[src/rtl/alu16_seq.sv]
// alu16_seq: sequences 16-bit D-register arithmetic (ADDD/SUBD/CMPD/LDD/STD)
// over the shared 8-bit ALU, low byte first, chaining carry/borrow into the
// high byte and merging the per-byte flags into 16-bit condition codes.
// Narrow (8-bit) operations take a single ALU cycle.
// Optional feature macro: M6809_ALU16_SEQ_ERR_EN (rejects illegal wide ops).
module alu16_seq (
  input  logic        clk,
  input  logic        reset_n,
  input  logic        start,
  input  logic        wide,
  input  logic [3:0]  op,
  input  logic        op7,
  input  logic [15:0] opa,
  input  logic [15:0] opb,
  input  logic [3:0]  cc_in,
  output logic        busy,
  output logic        done,
  output logic [15:0] result,
  output logic [3:0]  cc_out,
  output logic        wr_en,
  output logic        err,
  output logic [7:0]  alu_a,
  output logic [7:0]  alu_b,
  output logic [3:0]  alu_op,
  output logic        alu_op7,
  output logic        alu_c,
  input  logic [7:0]  alu_out,
  input  logic        alu_c_out,
  input  logic        alu_z_out,
  input  logic        alu_n_out,
  input  logic        alu_v_out
);

  typedef enum logic [1:0] {IDLE, LO, HI, DONE} state_t;

  state_t      state_reg, state_next;
  logic [3:0]  op_reg;
  logic        op7_reg, wide_reg, c_in_reg;
  logic [15:0] opa_reg, opb_reg;
  logic [7:0]  lo_res;
  logic        lo_c, lo_z;
  logic        is_add, is_subcmp, is_ldst, wr_flag, reject;
  logic [3:0]  lo_cc, hi_cc;

  // Decode of the latched operation class
  assign is_add    = (op_reg == 4'hb);
  assign is_subcmp = ((op_reg == 4'h0) && op7_reg) || (op_reg == 4'h1);
  assign is_ldst   = ((op_reg == 4'h6) || (op_reg == 4'h7)) && op7_reg;
  assign wr_flag   = !((op_reg == 4'h1) || (op_reg == 4'h5));

`ifdef M6809_ALU16_SEQ_ERR_EN
  // A wide op outside ADD/SUB/CMP/LD/ST is refused at accept time
  assign reject = wide && !((op == 4'hb) || ((op == 4'h0) && op7) || (op == 4'h1) ||
                            (((op == 4'h6) || (op == 4'h7)) && op7));

  // err pulses in the DONE cycle of a refused op
  always_ff @(posedge clk or negedge reset_n) begin
    if (!reset_n) err <= 1'b0;
    else          err <= (state_reg == IDLE) && start && reject;
  end
`else
  assign reject = 1'b0;
  assign err    = 1'b0;
`endif

  // Single-byte flags straight from the ALU
  assign lo_cc = {alu_n_out, alu_z_out, alu_v_out, alu_c_out};

  // Wide flag merge: Z spans both bytes, C converted back to 6809 borrow for SUB/CMP
  always_comb begin
    hi_cc[3] = alu_n_out;
    hi_cc[2] = lo_z & alu_z_out;
    hi_cc[1] = is_ldst ? 1'b0 : alu_v_out;
    if (is_add)         hi_cc[0] = alu_c_out;
    else if (is_subcmp) hi_cc[0] = ~alu_c_out;
    else if (is_ldst)   hi_cc[0] = c_in_reg;
    else                hi_cc[0] = alu_c_out;
  end

  // Next-state and ALU port decode
  always_comb begin
    state_next = state_reg;
    alu_a      = 8'h00;
    alu_b      = 8'h00;
    alu_op     = 4'hd;
    alu_op7    = 1'b0;
    alu_c      = 1'b0;
    case (state_reg)
      IDLE: if (start) state_next = reject ? DONE : LO;
      LO: begin
        state_next = wide_reg ? HI : DONE;
        alu_a      = opa_reg[7:0];
        alu_b      = opb_reg[7:0];
        alu_op     = op_reg;
        alu_op7    = op7_reg;
        alu_c      = c_in_reg;
      end
      HI: begin
        state_next = DONE;
        alu_a      = opa_reg[15:8];
        alu_b      = opb_reg[15:8];
        if (is_add) begin
          alu_op  = 4'h9;
          alu_op7 = 1'b1;
          alu_c   = lo_c;
        end else if (is_subcmp) begin
          alu_op  = 4'h2;
          alu_op7 = 1'b1;
          alu_c   = ~lo_c;
        end else begin
          alu_op  = op_reg;
          alu_op7 = op7_reg;
          alu_c   = c_in_reg;
        end
      end
      default: state_next = IDLE;
    endcase
  end

  // State, operand latches, per-byte results and registered outputs
  always_ff @(posedge clk or negedge reset_n) begin
    if (!reset_n) begin
      state_reg <= IDLE;
      busy      <= 1'b0;
      done      <= 1'b0;
      result    <= 16'h0000;
      cc_out    <= 4'h0;
      wr_en     <= 1'b0;
      op_reg    <= 4'h0;
      op7_reg   <= 1'b0;
      wide_reg  <= 1'b0;
      c_in_reg  <= 1'b0;
      opa_reg   <= 16'h0000;
      opb_reg   <= 16'h0000;
      lo_res    <= 8'h00;
      lo_c      <= 1'b0;
      lo_z      <= 1'b0;
    end else begin
      state_reg <= state_next;
      busy      <= (state_next != IDLE);
      done      <= (state_next == DONE);
      case (state_reg)
        IDLE: if (start) begin
          op_reg   <= op;
          op7_reg  <= op7;
          wide_reg <= wide;
          c_in_reg <= cc_in[0];
          opa_reg  <= opa;
          opb_reg  <= opb;
          if (reject) begin
            result <= opa;
            cc_out <= cc_in;
            wr_en  <= 1'b0;
          end
        end
        LO: begin
          lo_res <= alu_out;
          lo_c   <= alu_c_out;
          lo_z   <= alu_z_out;
          if (!wide_reg) begin
            result <= {8'h00, alu_out};
            cc_out <= lo_cc;
            wr_en  <= wr_flag;
          end
        end
        HI: begin
          result <= {alu_out, lo_res};
          cc_out <= hi_cc;
          wr_en  <= wr_flag;
        end
        default: ;
      endcase
    end
  end

endmodule
[config.mk]
export PLATFORM = sky130hd
export DESIGN_NAME = alu16_seq
export DESIGN_NICKNAME = d
export VERILOG_FILES = /design/src/rtl/alu16_seq.sv
export SDC_FILE = /design/constraint.sdc
export NUM_CORES = 1
export LEC_CHECK = 0
export CAP_MARGIN = 20
export CORE_AREA = 3 3 105 107
export CTS_BUF_LIST = sky130_fd_sc_hd__clkbuf_4 sky130_fd_sc_hd__clkbuf_8
export CTS_CLUSTER_DIAMETER = 50
export DETAILED_ROUTE_END_ITERATION = 12
export DIE_AREA = 0 0 108 110
export PLACE_DENSITY = 0.61
export SETUP_SLACK_MARGIN = 0.3
export SLEW_MARGIN = 20
export SYNTH_ARGS = -nofsm -noshare
export SYNTH_HDL_FRONTEND = slang
export SYNTH_SLANG_ARGS = --single-unit
[constraint.sdc]
create_clock -name clk -period 3.9 [get_ports clk]
set_input_delay 0.39 -clock clk [delete_from_list [all_inputs] [get_ports clk]]
set_output_delay 0.39 -clock clk [all_outputs]
set_load 0.005 [all_outputs]
=== Word-level counts from Yosys, hierarchy flattened ===
Cells that the tools add are included.

* Input port bits: 57
* Register bits after elaboration: 74
* Output and inout bits: 46
* Word-level logic and storage cells: 63

* Multiplexer cells: 24
* Bitwise logic cells: 3
* Eq/ne operators: 9
* Reductions and logical operators: 12

{| class="wikitable"
|+ Operators by type and width
! operator !! number
|-
| one-hot mux 16 bit (2 select lines) || 1
|-
| one-hot mux 8 bit (2 select lines) || 2
|-
| two-way mux 16 bit || 1
|-
| one-hot mux 4 bit (2 select lines) || 2
|-
| equality test 4 x 3 -> 1 bit, second input constant || 3
|-
| two-way mux 4 bit || 3
|-
| two-way mux 1 bit || 10
|-
| one-hot mux 1 bit (2 select lines) || 3
|-
| one-hot mux 2 bit (3 select lines) || 1
|-
| equality test 2 bit, second input constant || 2
|-
| equality test 4 x 1 -> 1 bit, second input constant || 1
|-
| equality test 4 bit, second input constant || 1
|-
| zero test 4 bit || 1
|-
| AND reduction 2 bit || 2
|-
| nonzero test 2 bit || 2
|-
| logical OR 1 bit || 3
|-
| equality test 2 x 1 -> 1 bit, second input constant || 1
|-
| logical AND 1 bit || 2
|-
| zero test 2 bit || 1
|-
| two-way mux 2 bit || 1
|-
| inequality test 2 bit, second input constant || 1
|-
| inverter 1 bit || 2
|-
| AND 1 bit || 1
|-
| zero test 1 bit || 1
|}

=== Logic depth before layout (Yosys ltp) ===
* Word-level depth: 7
* Gate-level depth with buffers: 9
* Depth with buffers taken out: 6

=== Worst setup path before layout ===
Ideal clock, no wire load.

* Kind: register -> output
* From: register state_reg[0]
* To: output alu_c
* Arrival: 1.386 ns
* Slack: 2.124 ns
* Buffers on the path: 2
* Stages on the path, launching flop included: 8
* Data required time: 3.510 ns
* Cell sequence: dfrtp_1 > inv_1 > ha_1 > buf_4 > buf_2 > nand2_1 > o32a_1 > a21boi_1

* Cells in the longest elaborated chain, start to end: 2
* Elaborated cells between the ends (all ways): 3
* Those cells by class: eq/ne: 2; mux: 1

{| class="wikitable"
|+ Ends and longest elaborated chain
! what !! line !! text
|-
| start: declaration || 36 || <nowiki>state_t state_reg, state_next;</nowiki>
|-
| start signal: assignment || 139 || <nowiki>state_reg <= state_next;</nowiki>
|-
| equality test 2 bit / equality test 2 x 1 -> 1 bit (equally long branches) || 88 || <nowiki>case (state_reg)</nowiki>
|-
| one-hot mux 1 bit (2 select lines) (*) || 88 ||
|-
| end: declaration || 26 || <nowiki>output logic alu_c,</nowiki>
|}

Every way passes the cells marked *; elsewhere a longest branch is shown, timed or not.

=== Final worst setup path ===
Same ends and word-level chain as after synthesis.

==> results.json <==
{
  "synth_area_mm2": 0.003542,
  "p_per_area_mw_per_mm2": 862.0,
  "critPathLaunchType": "register",
  "layoutNonFillerInstCount": 520,
  "synth_cells": 291,
  "pin_count": 103,
  "worstReg2RegStart": "state_reg[1]$_DFF_PN0_",
  "synth_xor_area_frac": 0.002473,
  "p_leak_nw": 1.930,
  "finalCritPeriodShare": 0.7765,
  "setup_viol_count_final": 0,
  "maxSlewViolCount": 0,
  "nets": 441,
  "yosysTopAreaCell": "dfrtp_1",
  "nFillCells": 938,
  "stdcell_area_mm2": 0.004781,
  "crit_type": "register to output pin",
  "clk_pin_slew_worst_paths_ns": 0.08,
  "portBuffers": 98,
  "core_area_mm2": 0.01023,
  "grt_pass1_wl_mm": 13.35,
  "cts_tree": "done",
  "area_growth_pct": 34.97,
  "syn-mean-instance-area_um2": 12.17,
  "synth_nets": 352,
  "vias": 2536,
  "yosysMostFrequentCell": "dfrtp_1",
  "place_hpwl_mm": 5.250,
  "max-vdd-ir-drop_mv": 0.2968,
  "synth_top_area_frac": 0.5228,
  "dp.cells": 505,
  "grtUsageTotal": 0.1441,
  "synth_edf_count": 0,
  "clock_latency_ns": 0.34,
  "die_w_um": 108,
  "finalHoldWorstSlack_ns": 0.1984,
  "worstRegToRegCells": 7,
  "start_util": 0.3462,
  "async_reset_ff_frac": 1.000,
  "antenna_found_initial": 0,
  "hold_viol_final": 0,
  "num_antenna_cells": 0,
  "ctsResizeCount": 0,
  "ys_top_cells_by_area": "dfrtp_1 (52%), mux2_2 (16%), a22oi_1 (5.1%), mux2i_1 (4.5%), nor2b_1 (2.8%)",
  "ys.flop_type": "dfrtp_1",
  "yosys.area_share.adder": 0.01413,
  "timing.fmax_mhz": 330.2,
  "period_minus_slack_ns": 3.028,
  "max_slew_margin": 0.3696,
  "cts_hold_buf": 0,
  "synth_compound_area_frac": 0.1187,
  "ant_nets": 0,
  "die_h_um": 110,
  "final_util": 0.4673,
  "drc": 0,
  "grt_pass1_vias": 2661,
  "worst_path_max_delay_cell": "clkdlybuf4s50_1",
  "worst_ep_arrival_time_ns": 2.64,
  "yosys.area_share.simple": 0.09467,
  "via_per_inst": 4.877,
  "post_cts_buffers": 0,
  "overflow": 0,
  "required_ns": 3.51,
  "critPathMaxStageDelay_ns": 0.52,
  "htree_levels": 3,
  "drive_gt1_frac": 0.2214,
  "gp_congestion": 0.7548,
  "drt_first_pass_iters": 4,
  "wirelength_mm": 8.118,
  "yosys_warnings": 0,
  "setup_tns_ns": 0,
  "skew_ns": 0.01301,
  "crit_chain": "inv_1, ha_2, buf_4, nand2_1, o32a_1, a21boi_1, clkdlybuf4s50_1",
  "grt_start_max_net_pins": 75,
  "ys_types": 35,
  "seq_area_frac_synth": 0.5228,
  "crit_path_max_fanout": 40,
  "synth_top_family_by_area": "multiplexers",
  "clock-sinks": 74,
  "max_slew.worst_pin.slew_ns": 0.9422,
  "numCtsBuffers": 9,
  "root_buffer": "clkbuf_8",
  "rows": 37,
  "placed_cell_area_mm2": 0.004564,
  "post_drt_wl_per_cell_um": 15.61,
  "rsz0062_at_grt": "false",
  "status": "finished clean",
  "cts_buffer_depth": 2,
  "initialDrtViolationCount": 123,
  "crit_path_start": "state_reg[0]$_DFF_PN0_",
  "cp-end-kind": "output pin",
  "hold_path_class": "input port to asynchronous set/reset pin",
  "synth.top_cells.by_count": "dfrtp_1 (74), mux2_2 (49), a22oi_1 (24)",
  "synthMuxAreaShare": 0.2010,
  "ys_ff_latch": 74,
  "die-area_mm2": 0.01188,
  "drv_cap": 0
}
[routing by layer]
metal / wire length (um) / up-vias / GRT usage / part of all wire
met1: 3585 / 1231 / 0.1868 / 0.44
met5: 0 / - / 0 / 0
li1: - / 1215 / - / -
met2: 3734 / 81 / 0.2274 / 0.46
met3: 706 / 9 / 0.04892 / 0.087
met4: 90 / 0 / 0.04869 / 0.011
[worst max-delay path: cells and delay by family, from the launching register on]
family	cells	cell delay [ns]
flops	1	0.42
fa+ha+maj	1	0.18
simple gates	1	0.10
buf+inv	3	1.10
compound gates	2	0.48
[worst paths after layout]
kind                                     endpoint  slack [ns]
max                                         alu_c        0.87
min                         result[1]$_DFFE_PN0P_        0.20
max reg2reg                 result[3]$_DFFE_PN0P_        1.60
min reg2reg                 cc_out[1]$_DFFE_PN0P_        0.48
max in group asynchronous  opa_reg[9]$_DFFE_PN0P_        3.11
min in group clk            cc_out[1]$_DFFE_PN0P_        0.48
[kinds of logic after synthesis]
family / Yosys count
flops: 74
mux: 65
simple gates: 61
compound gates: 60
buf+inv: 25
fa+ha+maj: 4
other cells: 1
xor+xnor: 1
[cell usage in the layout, fill, tap and decap left out, types with 3 or more instances in the layout]
cell	n
mux2i_1	16
o21ai_0	17
nor2_1	7
nand3_1	4
nor2b_1	16
clkdlybuf4s50_1	97
o21ai_2	9
dfrtp_1	74
inv_1	3
a22oi_1	24
mux2_2	49
a31oi_1	3
buf_4	3
nand2_1	20
clkbuf_8	10
[power breakdown]
group	internal [mW]	switching (mW)
clock network	0.373	0.280
logic	1.16	0.877
registers	1.17	0.260
total	2.70	1.42
[final cells by class]
| class | count | area, um^2 | area share |
|---|---|---|---|
| clock buffers | 10 | 137.6 | 0.02879 |
| clock inverters | 5 | 78.83 | 0.01649 |
| inverters | 3 | 11.26 | 0.002355 |
| multi-input cells | 192 | 1538 | 0.3216 |
| flip-flops and latches | 74 | 1852 | 0.3873 |
| well taps | 136 | 170.2 | 0.03559 |
| repair buffers | 100 | 993.5 | 0.2078 |
[through the flow]
step / power [mW] / setup slack, ns
finish: 4.121 / 0.8715
global route: 4.456 / 0.6482
CTS: 4.194 / 0.8249
detailed placement: 3.520 / 1.218
global placement: 3.467 / 1.256
floorplan: 2.709 / 2.124
Power figures use the tool's default switching activity.
